### src/rtl/interrupt_dispatcher.sv
// interrupt_dispatcher: IF/IME bookkeeping, priority select and 5 M-cycle interrupt dispatch sequencer
module interrupt_dispatcher #(
  parameter int          NUM_IRQ   = 5,
  parameter logic [15:0] VEC_BASE  = 16'h40,
  parameter int          VEC_SHIFT = 3
) (
  input  logic               i_Clk,
  input  logic               i_Reset_n,
  input  logic               i_M_Tick,
  input  logic [NUM_IRQ-1:0] i_Irq_Req,
  input  logic [NUM_IRQ-1:0] i_IE,
  input  logic               i_IF_Wr,
  input  logic [NUM_IRQ-1:0] i_IF_Wdata,
  input  logic               i_Instr_Bound,
  input  logic               i_Ei,
  input  logic               i_Di,
  input  logic               i_Reti,
  output logic [NUM_IRQ-1:0] o_IF,
  output logic               o_Ime,
  output logic               o_Wake,
  output logic               o_Busy,
  output logic               o_Push_Hi,
  output logic               o_Push_Lo,
  output logic               o_Vec_Valid,
  output logic [15:0]        o_Vector
);
  localparam int IW = NUM_IRQ > 1 ? $clog2(NUM_IRQ) : 1;
  typedef enum logic [2:0] {IDLE, WAIT1, WAIT2, PUSH_HI, PUSH_LO, JUMP} state_t;
  state_t             state_q, state_d;
  logic [NUM_IRQ-1:0] if_q, if_d, pend, clr;
  logic               ime_q, ime_d, ei_q, ei_d, cancel_q, cancel_d;
  logic [IW-1:0]      idx_q, idx_d, sel;
  logic [15:0]        vec_q, vec_d;
  logic               idle, start, latch;
  assign pend = i_IE & if_q;
  always_comb begin
    sel = '0;
    for (int i = NUM_IRQ - 1; i >= 0; i--) sel = pend[i] ? IW'(i) : sel;
  end
  always_comb begin
    idle     = state_q == IDLE;
    start    = i_M_Tick & idle & i_Instr_Bound & ime_q & |pend;
    latch    = i_M_Tick & (state_q == PUSH_HI);
    clr      = latch & |pend ? NUM_IRQ'(1) << sel : '0;
    if_d     = ((i_IF_Wr ? i_IF_Wdata : if_q) & ~clr) | i_Irq_Req;
    ime_d    = start ? 1'b0 : !(i_M_Tick & idle) ? ime_q : i_Di ? 1'b0 :
               (i_Reti | (ei_q & i_Instr_Bound)) ? 1'b1 : ime_q;
    ei_d     = start ? 1'b0 : !(i_M_Tick & idle) ? ei_q : i_Di ? 1'b0 : i_Ei ? 1'b1 :
               (ei_q & i_Instr_Bound) ? 1'b0 : ei_q;
    state_d  = !i_M_Tick ? state_q : idle ? (start ? WAIT1 : IDLE) :
               state_q == JUMP ? IDLE : state_t'(state_q + 3'd1);
    idx_d    = latch ? sel : idx_q;
    cancel_d = latch ? ~|pend : cancel_q;
    vec_d    = i_M_Tick & (state_q == PUSH_LO) ?
               (cancel_q ? 16'h0000 : VEC_BASE + (16'(idx_q) << VEC_SHIFT)) : vec_q;
  end
  always_ff @(posedge i_Clk or negedge i_Reset_n) begin
    if (!i_Reset_n) begin
      state_q  <= IDLE;
      if_q     <= '0;
      ime_q    <= 1'b0;
      ei_q     <= 1'b0;
      cancel_q <= 1'b0;
      idx_q    <= '0;
      vec_q    <= '0;
    end else begin
      state_q  <= state_d;
      if_q     <= if_d;
      ime_q    <= ime_d;
      ei_q     <= ei_d;
      cancel_q <= cancel_d;
      idx_q    <= idx_d;
      vec_q    <= vec_d;
    end
  end
  assign o_IF        = if_q;
  assign o_Ime       = ime_q;
  assign o_Wake      = |pend;
  assign o_Busy      = state_q != IDLE;
  assign o_Push_Hi   = state_q == PUSH_HI;
  assign o_Push_Lo   = state_q == PUSH_LO;
  assign o_Vec_Valid = state_q == JUMP;
  assign o_Vector    = vec_q;
endmodule

### config.mk
export PLATFORM = sky130hd
export DESIGN_NAME = interrupt_dispatcher
export DESIGN_NICKNAME = d
export VERILOG_FILES = /design/src/rtl/interrupt_dispatcher.sv
export SDC_FILE = /design/constraint.sdc
export NUM_CORES = 1
export LEC_CHECK = 0
export CAP_MARGIN = 30
export CORE_MARGIN = 2
export CORE_UTILIZATION = 40
export CTS_CLUSTER_DIAMETER = 40
export DETAILED_ROUTE_END_ITERATION = 8
export PLACE_DENSITY = 0.78
export SETUP_SLACK_MARGIN = 0.02
export SLEW_MARGIN = 5
export SYNTH_ARGS = -nofsm -noshare
export SYNTH_HDL_FRONTEND = slang
export SYNTH_SLANG_ARGS = --single-unit
### constraint.sdc
create_clock -name i_Clk -period 3.39 [get_ports i_Clk]
set_clock_uncertainty 0.05 [all_clocks]
set_input_delay 0.678 -clock i_Clk [delete_from_list [all_inputs] [get_ports i_Clk]]
set_output_delay 0.678 -clock i_Clk [all_outputs]
set_load 0.01 [all_outputs]
==> results.py, run 1 <==
metrics = {
    "detailed_routing": {
        "first_iter_violations": 16,
        "route.detailed.drc": 0,
        "drt-vias-per-instance": 4.99,
        "ant_nets": 0,
        "drt_pre_antenna_iters": 4,
        "wire_per_inst_um": 12.4,
        "wirelength_um": 2170,
        "vias": 874,
    },
    "sta": {
        "max_slew_margin": 0.463,
        "slew_viol_final": 0,
        "final.min_clock_period_ns": 2.96,
        "tns_ns": 0,
        "worst_slew_pin_slew_ns": 0.802,
        "finalWorstSetupSlack_ns": 0.426,
        "setup_viol": 0,
        "fin_crit_sh": 0.874,
        "grt_setup_unrepaired": "false",
        "max_freq_mhz": 337,
        "finalHoldViolCount": 0,
    },
    "floorplanning": {
        "start_util": 0.427,
        "core_um2": 2520,
        "dieArea_um2": 3120,
        "std_cell_rows": 18,
        "fp.dieH_um": 55.9,
        "die_w_um": 55.9,
        "ios": 50,
    },
    "critical_path": {
        "path_class": "in -> out",
        "cp.arrival_ns": 2.24,
        "worstPathMaxFanout": 4,
        "cp-end-kind": "primary output",
        "required_ns": 2.66,
        "start_kind": "input pin",
    },
    "job": {
        "maxCapViolations": 0,
    },
    "clock_network": {
        "path_clk_slew_ns": 0.10,
        "cts_resized": 0,
        "cts_max_level": 1,
        "clockBufferDepth": 2,
        "numCtsBuffers": 3,
        "ctsHoldBuffers": 0,
        "post_cts_buffers": 0,
        "cts_num_sinks": 18,
        "tritoncts": "yes",
        "clockRootBuffer": "clkbuf_4",
        "clock_latency_ns": 0.29,
    },
    "place": {
        "port-buffer-count": 37,
        "gp_congestion": 0.748,
        "preCtsSetupSlack_ns": 0.436,
        "hpwl_um": 1700,
    },
    "cells_and_area": {
        "nFillCells": 236,
        "multi_input_area_um2": 534,
        "final_nets": 170,
        "drive_above_1_share": 0.0621,
        "num_antenna_cells": 0,
        "seqCellArea_um2": 450,
        "area_growth_pct": 34.2,
    },
    "global_route": {
        "grt_antenna_before_repair": 0,
        "grt_pass1_vias": 881,
        "grt_start_max_net_pins": 19,
        "grtUsageTotal": 0.146,
        "grt_pass1_wl_um": 3730,
        "overflow": 0,
    },
    "synth": {
        "synth_seq_cells": 18,
        "yosysUniqueCellTypes": 37,
        "yosysWarnings": 0,
        "avgSynthCellArea_um2": 9.78,
        "synth_seq_area_share": 0.419,
        "synth_cells": 110,
        "synth_area_um2": 1080,
    },
    "power_and_ir_drop": {
        "ir_drop_uv": 330,
        "leakagePower_nw": 0.659,
        "powerDensity_nw_per_um2": 579,
    },
    "status": {
        "status": "finished clean",
    },
    "hold_path": {
        "hold_path.class": "reg -> reg",
    },
}
-- final cells by class --
| cell class | count | share of cell area |
|---|---|---|
| Multi-Input combinational cell | 82 | 0.370 |
| Sequential cell | 18 | 0.312 |
| Timing Repair Buffer | 37 | 0.256 |
| Inverter | 4 | 0.0104 |
| Tap cell | 30 | 0.0260 |
| Clock buffer | 4 | 0.0251 |
-- final timing paths --
path                                        start                 endpoint  slack, ns  cells past startpoint
setup / recovery                          i_IE[0]                   o_Wake       0.43                      4
hold / removal               idx_q[2]$_DFFE_PN0N_     idx_q[2]$_DFFE_PN0N_       0.43                      1
setup reg to reg           state_q[0]$_DFFE_PN0P_        o_IF[4]$_DFF_PN0_       1.48                      5
hold reg to reg              idx_q[2]$_DFFE_PN0N_     idx_q[2]$_DFFE_PN0N_       0.43                      1
max in group asynchronous               i_Reset_n         ei_q$_DFFE_PN0P_       2.01                      1
min in group asynchronous               i_Reset_n  o_Vector[4]$_DFFE_PN0P_       0.79                      1
-- stage by stage --
step	std cells	utilization	power, mW	area [µm²]	hold WS [ns]
final	175	0.572	0.835	1440	0.433
after global routing	175	0.572	0.889	1440	0.461
after CTS	175	0.572	0.842	1440	0.439
after detailed placement	171	0.558	0.708	1410	0.414
after global placement	171	0.558	0.693	1410	0.405
after floorplan	121	-	0.563	1120	0.332
-- routing by layer --
layer | part of all wire | up-vias | track usage
met2 | 0.50 | 28 | 0.248
li1 | - | 437 | -
met5 | 0 | - | 0
met1 | 0.44 | 405 | 0.184
met4 | 0.014 | 0 | 0.0714
met3 | 0.044 | 4 | 0.0163
-- state kept, by name (all words and copies together) (netlist names) --
register and cells:
ei_q 1, o_Vector 4, o_IF 5, state_q 3
cancel_q 1, idx_q 3, o_Ime 1
-- where the power goes --
group	internal (mW)	leakage (nW)	switching [mW]
clock	0.0654	0.0210	0.0684
sequential	0.283	0.213	0.0674
combinational	0.205	0.425	0.146
total	0.553	0.659	0.282
-- cell usage in the layout (no fill, tap or decap), types with 3 or more instances in the layout --
cell type and count:
a21oi_1 4, nor2b_1 5, and2_1 4, o21bai_1 5
mux2_2 4, dfrtp_1 18, o21ai_0 3, mux2i_1 5
clkbuf_4 3, clkdlybuf4s50_1 37, nand2_1 12, conb_1 12
nor2_1 3, inv_1 4
-- worst max-delay path: stages --
cell,delay (ns)
clkdlybuf4s50_1,0.46
a222oi_1,0.41
nand2_1,0.17
clkdlybuf4s50_1,0.52
-- logic make-up after synthesis --
logic type,count (synthesis),synth area share
flip-flops,18,0.419
buffers and inverters,21,0.123
adder cells (fa/ha/maj),1,0.0116
other,1,0.00349
AO/OA/AOI/OAI,24,0.157
AND/OR/NAND/NOR,36,0.198
multiplexers,9,0.0884
-- cell usage after synthesis --
| cell | count | area share |
|---|---|---|
| nor2_1 | 3 | 0.010 |
| or4b_1 | 1 | 0.0093 |
| conb_1 | 1 | 0.0035 |
| o31ai_1 | 2 | 0.014 |
| nor4bb_1 | 1 | 0.0093 |
| buf_2 | 1 | 0.0046 |
| and4b_1 | 1 | 0.0093 |
| mux2_2 | 4 | 0.042 |
| o21ai_0 | 3 | 0.014 |
| a211o_1 | 1 | 0.0081 |
| o21bai_1 | 5 | 0.035 |
| nor2b_1 | 5 | 0.029 |
| inv_1 | 4 | 0.014 |
| a21o_1 | 1 | 0.0070 |
| and3b_1 | 1 | 0.0081 |
| nor4b_1 | 1 | 0.0081 |
| a22o_1 | 1 | 0.0081 |
| nor3_1 | 2 | 0.0093 |
| and2_1 | 4 | 0.023 |
| buf_4 | 12 | 0.084 |
| a21oi_1 | 4 | 0.019 |
| o311ai_1 | 1 | 0.0081 |
| a22oi_1 | 2 | 0.014 |
| o21a_1 | 1 | 0.0070 |
| or4_1 | 1 | 0.0070 |
| a32oi_1 | 1 | 0.0081 |
| nand2_1 | 12 | 0.042 |
| dfrtp_1 | 18 | 0.42 |
| nor3b_1 | 2 | 0.014 |
| o22ai_1 | 1 | 0.0058 |
| a222oi_1 | 1 | 0.0093 |
| mux2i_1 | 5 | 0.047 |
| clkbuf_1 | 3 | 0.010 |
| buf_6 | 1 | 0.010 |
| nand4_1 | 1 | 0.0058 |
| or4b_4 | 1 | 0.013 |
| ha_1 | 1 | 0.012 |
No activity file was read; power rests on OpenSTA's default activity.
==> run 2: changes to the inputs <==
Settings changed: CTS_BUF_LIST from default to sky130_fd_sc_hd__clkbuf_16.
==> run 2 against run 1 <==
- non-clock buffer count is the same
- sequential power is essentially flat
- critical path depth is the same
- power up 12%
- core utilization increased by 1.7 points
- critical path type unchanged
- sequential cell count did not move
- register-to-register slack better by 0.03 ns
- global-route usage grew 0.44 points
- largest power group unchanged
- first-iteration DRC count decreased by 75%
- clock power increased by 75%
- sequential share of layout area shrank 0.89 points
- routed wire length shrank 0.32%
==> results.py, run 2 (synthesized netlist as in run 1, its figures left out) <==
metrics = {
    "status": {
        "status": "finished clean",
    },
    "critical_path": {
        "cp-end-kind": "primary output",
        "worstPathMaxFanout": 4,
        "path_class": "in -> out",
        "start_kind": "input pin",
        "cp.arrival_ns": 2.23,
        "required_ns": 2.66,
    },
    "sta": {
        "slew_viol_final": 0,
        "final.min_clock_period_ns": 2.96,
        "finalHoldViolCount": 0,
        "max_freq_mhz": 338,
        "fin_crit_sh": 0.873,
        "whs_ns": 0.420,
        "worst_slew_pin_slew_ns": 0.806,
        "setup_viol": 0,
        "tns_ns": 0,
        "max_slew_margin": 0.461,
        "grt_setup_unrepaired": "false",
    },
    "cells_and_area": {
        "nFillCells": 234,
        "layout_common_cells": "clkdlybuf4s50_1, dfrtp_1, nand2_1, conb_1",
        "drive_above_1_share": 0.0552,
        "largest_reg_flops": 5,
        "seqCellArea_um2": 450,
        "area_growth_pct": 38.1,
        "final_nets": 170,
        "final_common_cell": "clkdlybuf4s50_1",
        "multi_input_area_um2": 534,
        "num_antenna_cells": 0,
    },
    "clock_network": {
        "post_cts_buffers": 0,
        "cts_num_sinks": 18,
        "tritoncts": "yes",
        "path_clk_slew_ns": 0.05,
        "clock_latency_ns": 0.25,
        "cts_max_level": 1,
        "ctsHoldBuffers": 0,
        "cts_resized": 0,
        "clockRootBuffer": "clkbuf_16",
        "clockBufferDepth": 2,
        "numCtsBuffers": 3,
    },
    "job": {
        "maxCapViolations": 0,
    },
    "floorplanning": {
        "fp.dieH_um": 55.9,
        "ios": 50,
        "start_util": 0.427,
        "dieArea_um2": 3120,
        "core_um2": 2520,
        "die_w_um": 55.9,
        "std_cell_rows": 18,
    },
    "power_and_ir_drop": {
        "ir_drop_uv": 415,
        "power_frac_seq": 0.376,
        "p_switching_mw": 0.290,
        "powerDensity_nw_per_um2": 630,
        "total_power_mw": 0.937,
        "p_sw_frac": 0.310,
        "cell_internal_pwr_mw": 0.646,
        "clkPwrFrac": 0.250,
        "power_frac_comb": 0.375,
        "leakagePower_nw": 0.676,
    },
    "place": {
        "hpwl_um": 1700,
        "port-buffer-count": 37,
        "gp_congestion": 0.748,
    },
    "global_route": {
        "overflow": 0,
        "grt_pass1_wl_um": 3750,
        "grtUsageTotal": 0.151,
        "grt_start_max_net_pins": 19,
        "grt_antenna_before_repair": 0,
        "grt_pass1_vias": 871,
    },
    "detailed_routing": {
        "drt_pre_antenna_iters": 4,
        "vias": 893,
        "first_iter_violations": 4,
        "drt-vias-per-instance": 5.10,
        "wirelength_um": 2160,
        "ant_nets": 0,
        "route.detailed.drc": 0,
        "wire_per_inst_um": 12.4,
    },
    "hold_path": {
        "hold_path.class": "reg -> reg",
    },
}
-- run 2: cell count changes in the layout (fill, tap and decap cells not counted), sizes merged --
cell and change:
clkbuf -1, clkinv +1
-- run 2: layer usage --
metal	track usage	vias to the layer above	part of all wire
li1	-	444	-
met1	0.187	418	0.43
met2	0.245	26	0.49
met3	0.0372	5	0.048
met4	0.0714	0	0.024
met5	0	-	0
-- run 2: worst paths after layout --
check | depth (start not counted) | slack [ns] | end | from
max in group asynchronous | 1 | 1.94 | o_Vector[6]$_DFFE_PN0P_ | i_Reset_n
min reg2reg | 2 | 0.42 | idx_q[0]$_DFFE_PN0N_ | idx_q[0]$_DFFE_PN0N_
max reg2reg | 5 | 1.51 | o_IF[4]$_DFF_PN0_ | state_q[0]$_DFFE_PN0P_
min | 2 | 0.42 | idx_q[0]$_DFFE_PN0N_ | idx_q[0]$_DFFE_PN0N_
min in group asynchronous | 1 | 0.85 | state_q[2]$_DFFE_PN0P_ | i_Reset_n
max | 4 | 0.43 | o_Wake | i_IE[0]
-- run 2: layout make-up --
cell class / instances / area share
clock buffer: 3 / 0.0505
clock inverter: 1 / 0.00253
inverter: 4 / 0.0101
multi-input combinational: 82 / 0.359
sequential: 18 / 0.303
tap: 30 / 0.0253
timing repair buffer: 37 / 0.249
-- run 2: per-stage QoR --
stage | std cells | worst slack [ns] | area (µm²) | util
final | 175 | 0.431 | 1490 | 0.589
after global routing | 175 | 0.312 | 1490 | 0.589
after CTS | 175 | 0.431 | 1490 | 0.589
after detailed placement | 171 | 0.436 | 1410 | 0.558
after global placement | 171 | 0.458 | 1410 | 0.558
after floorplan | 121 | 1.39 | 1120 | -
-- run 2: critical path: stages --
cell,delay (ns)
clkdlybuf4s50_1,0.46
a222oi_1,0.41
nand2_1,0.17
clkdlybuf4s50_1,0.52
-- run 2: power groups by stage --
stage | Combinational [mW] | Sequential [mW] | Clock [mW]
2_1_floorplan | 0.216 | 0.346 | 0
3_3_place_gp | 0.343 | 0.350 | 0
3_5_place_dp | 0.354 | 0.354 | 0
4_1_cts | 0.355 | 0.352 | 0.241
5_1_grt | 0.383 | 0.365 | 0.246
6_report | 0.351 | 0.352 | 0.234
==> run 3: changes to the inputs <==
Settings changed: CORE_ASPECT_RATIO from default to 1.25.
==> run 3 against run 2 <==
- critical path depth did not move
- largest cell class unchanged
- die area barely moved
- sequential share of layout area fell by 0.10 points
- sequential cell count did not move
- register-to-register slack got worse by 0.02 ns
- sequential power barely moved
- highest routed layer unchanged
- critical path type unchanged
==> results.py, run 3 (synthesized netlist as in run 1, its figures left out) <==
metrics = {
    "power_and_ir_drop": {
        "power_frac_seq": 0.377,
        "clkPwrFrac": 0.248,
        "ir_drop_uv": 268,
        "leakagePower_nw": 0.676,
        "cell_internal_pwr_mw": 0.646,
        "total_power_mw": 0.935,
        "p_sw_frac": 0.309,
        "powerDensity_nw_per_um2": 627,
        "power_frac_comb": 0.376,
        "p_switching_mw": 0.289,
    },
    "critical_path": {
        "cpMaxStageDelayCell": "clkdlybuf4s50_1",
        "start_kind": "input pin",
        "cp.arrival_ns": 2.26,
        "crit_top_cell": "clkdlybuf4s50_1",
        "path_buf_inv": 2,
        "r2r-start": "state_q[0]$_DFFE_PN0P_",
        "path_class": "in -> out",
        "critPathLaunch": "i_IE[0]",
        "worstPathMaxFanout": 4,
        "crit_family": "buffers and inverters",
        "critical_path_depth": 4,
        "required_ns": 2.66,
        "slowest_delay_ns": 0.51,
        "worstPathCellList": "clkdlybuf4s50_1 -> a222oi_1 -> nand2_1 -> clkdlybuf4s50_1",
        "endpoint": "o_Wake",
        "cp-end-kind": "primary output",
        "r2r_end": "o_IF[4]$_DFF_PN0_",
        "reg2reg_slack_ns": 1.49,
        "r2r_cells": 5,
    },
    "sta": {
        "grt_setup_unrepaired": "false",
        "tns_ns": 0,
        "final.min_clock_period_ns": 2.99,
        "worst_slew_pin_slew_ns": 0.791,
        "max_slew_margin": 0.471,
        "fin_crit_sh": 0.882,
        "max_freq_mhz": 334,
        "whs_ns": 0.426,
        "slew_viol_final": 0,
        "setup_viol": 0,
        "finalHoldViolCount": 0,
    },
    "cells_and_area": {
        "layout_common_cells": "clkdlybuf4s50_1, dfrtp_1, nand2_1, conb_1",
        "final_common_cell": "clkdlybuf4s50_1",
        "nFillCells": 237,
        "final_nets": 170,
        "num_antenna_cells": 0,
        "drive_above_1_share": 0.0552,
        "fin_util": 0.568,
        "area_growth_pct": 38.6,
        "largest_reg_flops": 5,
    },
    "place": {
        "port-buffer-count": 37,
        "gp_congestion": 0.768,
        "hpwl_um": 1820,
    },
    "clock_network": {
        "cts_max_level": 1,
        "clock_latency_ns": 0.25,
        "tritoncts": "yes",
        "clockRootBuffer": "clkbuf_16",
        "numCtsBuffers": 3,
        "clockBufferDepth": 2,
        "ctsHoldBuffers": 0,
        "cts_num_sinks": 18,
        "cts_resized": 0,
        "post_cts_buffers": 0,
        "path_clk_slew_ns": 0.05,
    },
    "floorplanning": {
        "core_um2": 2630,
        "ios": 50,
        "dieArea_um2": 3120,
        "start_util": 0.410,
        "std_cell_rows": 21,
        "die_w_um": 50.4,
        "fp.dieH_um": 62.0,
    },
    "global_route": {
        "grt_pass1_wl_um": 3870,
        "grt_start_max_net_pins": 19,
        "grt_pass1_vias": 923,
        "grt_antenna_before_repair": 0,
        "grtUsageTotal": 0.166,
        "overflow": 0,
    },
    "detailed_routing": {
        "drt-vias-per-instance": 5.08,
        "first_iter_violations": 8,
        "vias": 909,
        "wirelength_um": 2340,
        "ant_nets": 0,
        "drt_pre_antenna_iters": 4,
        "wire_per_inst_um": 13.1,
        "route.detailed.drc": 0,
    },
    "hold_path": {
        "hold_path.class": "reg -> reg",
    },
    "status": {
        "status": "finished clean",
    },
    "job": {
        "maxCapViolations": 0,
    },
}
==> run 3: cell counts in the layout (fill, tap and decap cells not counted) <==
No cell type changed its count.
==> run 3: per-stage QoR <==
step           setup WS (ns)  cells  cell area (µm²)
3_5_place_dp           0.386    175             1410
6_report               0.400    179             1490
2_1_floorplan           1.39    121             1120
3_3_place_gp           0.439    175             1410
5_1_grt                0.308    179             1490
4_1_cts                0.384    179             1490
==> run 3: layout make-up <==
class                   count  area (µm²)  area share
clock inverters             1        3.75     0.00252
multi-input cells          82         534       0.358
well taps                  34        42.5      0.0285
inverters                   4        15.0      0.0101
repair buffers             37         370       0.248
clock buffers               3        75.1      0.0503
flip-flops and latches     18         450       0.302
==> run 3: worst min path at each step <==
stage                                    start                    to  slack [ns]  depth (start not counted)
final                     idx_q[2]$_DFFE_PN0N_  idx_q[2]$_DFFE_PN0N_        0.43                          1
after global routing      idx_q[2]$_DFFE_PN0N_  idx_q[2]$_DFFE_PN0N_        0.45                          1
after CTS                 idx_q[1]$_DFFE_PN0N_  idx_q[1]$_DFFE_PN0N_        0.43                          2
after detailed placement  idx_q[0]$_DFFE_PN0N_  idx_q[0]$_DFFE_PN0N_        0.42                          2
after global placement    idx_q[2]$_DFFE_PN0N_  idx_q[2]$_DFFE_PN0N_        0.41                          1
after floorplan                      i_Reset_n  cancel_q$_DFFE_PN0N_        0.33                          0
==> run 3: per-layer routing <==
layer,vias up,share of wire,wire [µm],global-route usage
met3,2,0.047,111,0.0120
li1,439,-,-,-
met1,428,0.39,902,0.170
met2,40,0.56,1310,0.329
met5,-,0,0,0
met4,0,0.0060,14,0.104
==> run 3: power groups by stage <==
stage	registers (mW)	clock network, mW	logic, mW
after floorplan	0.346	0	0.216
after global placement	0.350	0	0.343
after detailed placement	0.356	0	0.351
after CTS	0.353	0.234	0.354
after global routing	0.366	0.242	0.389
final	0.352	0.231	0.351
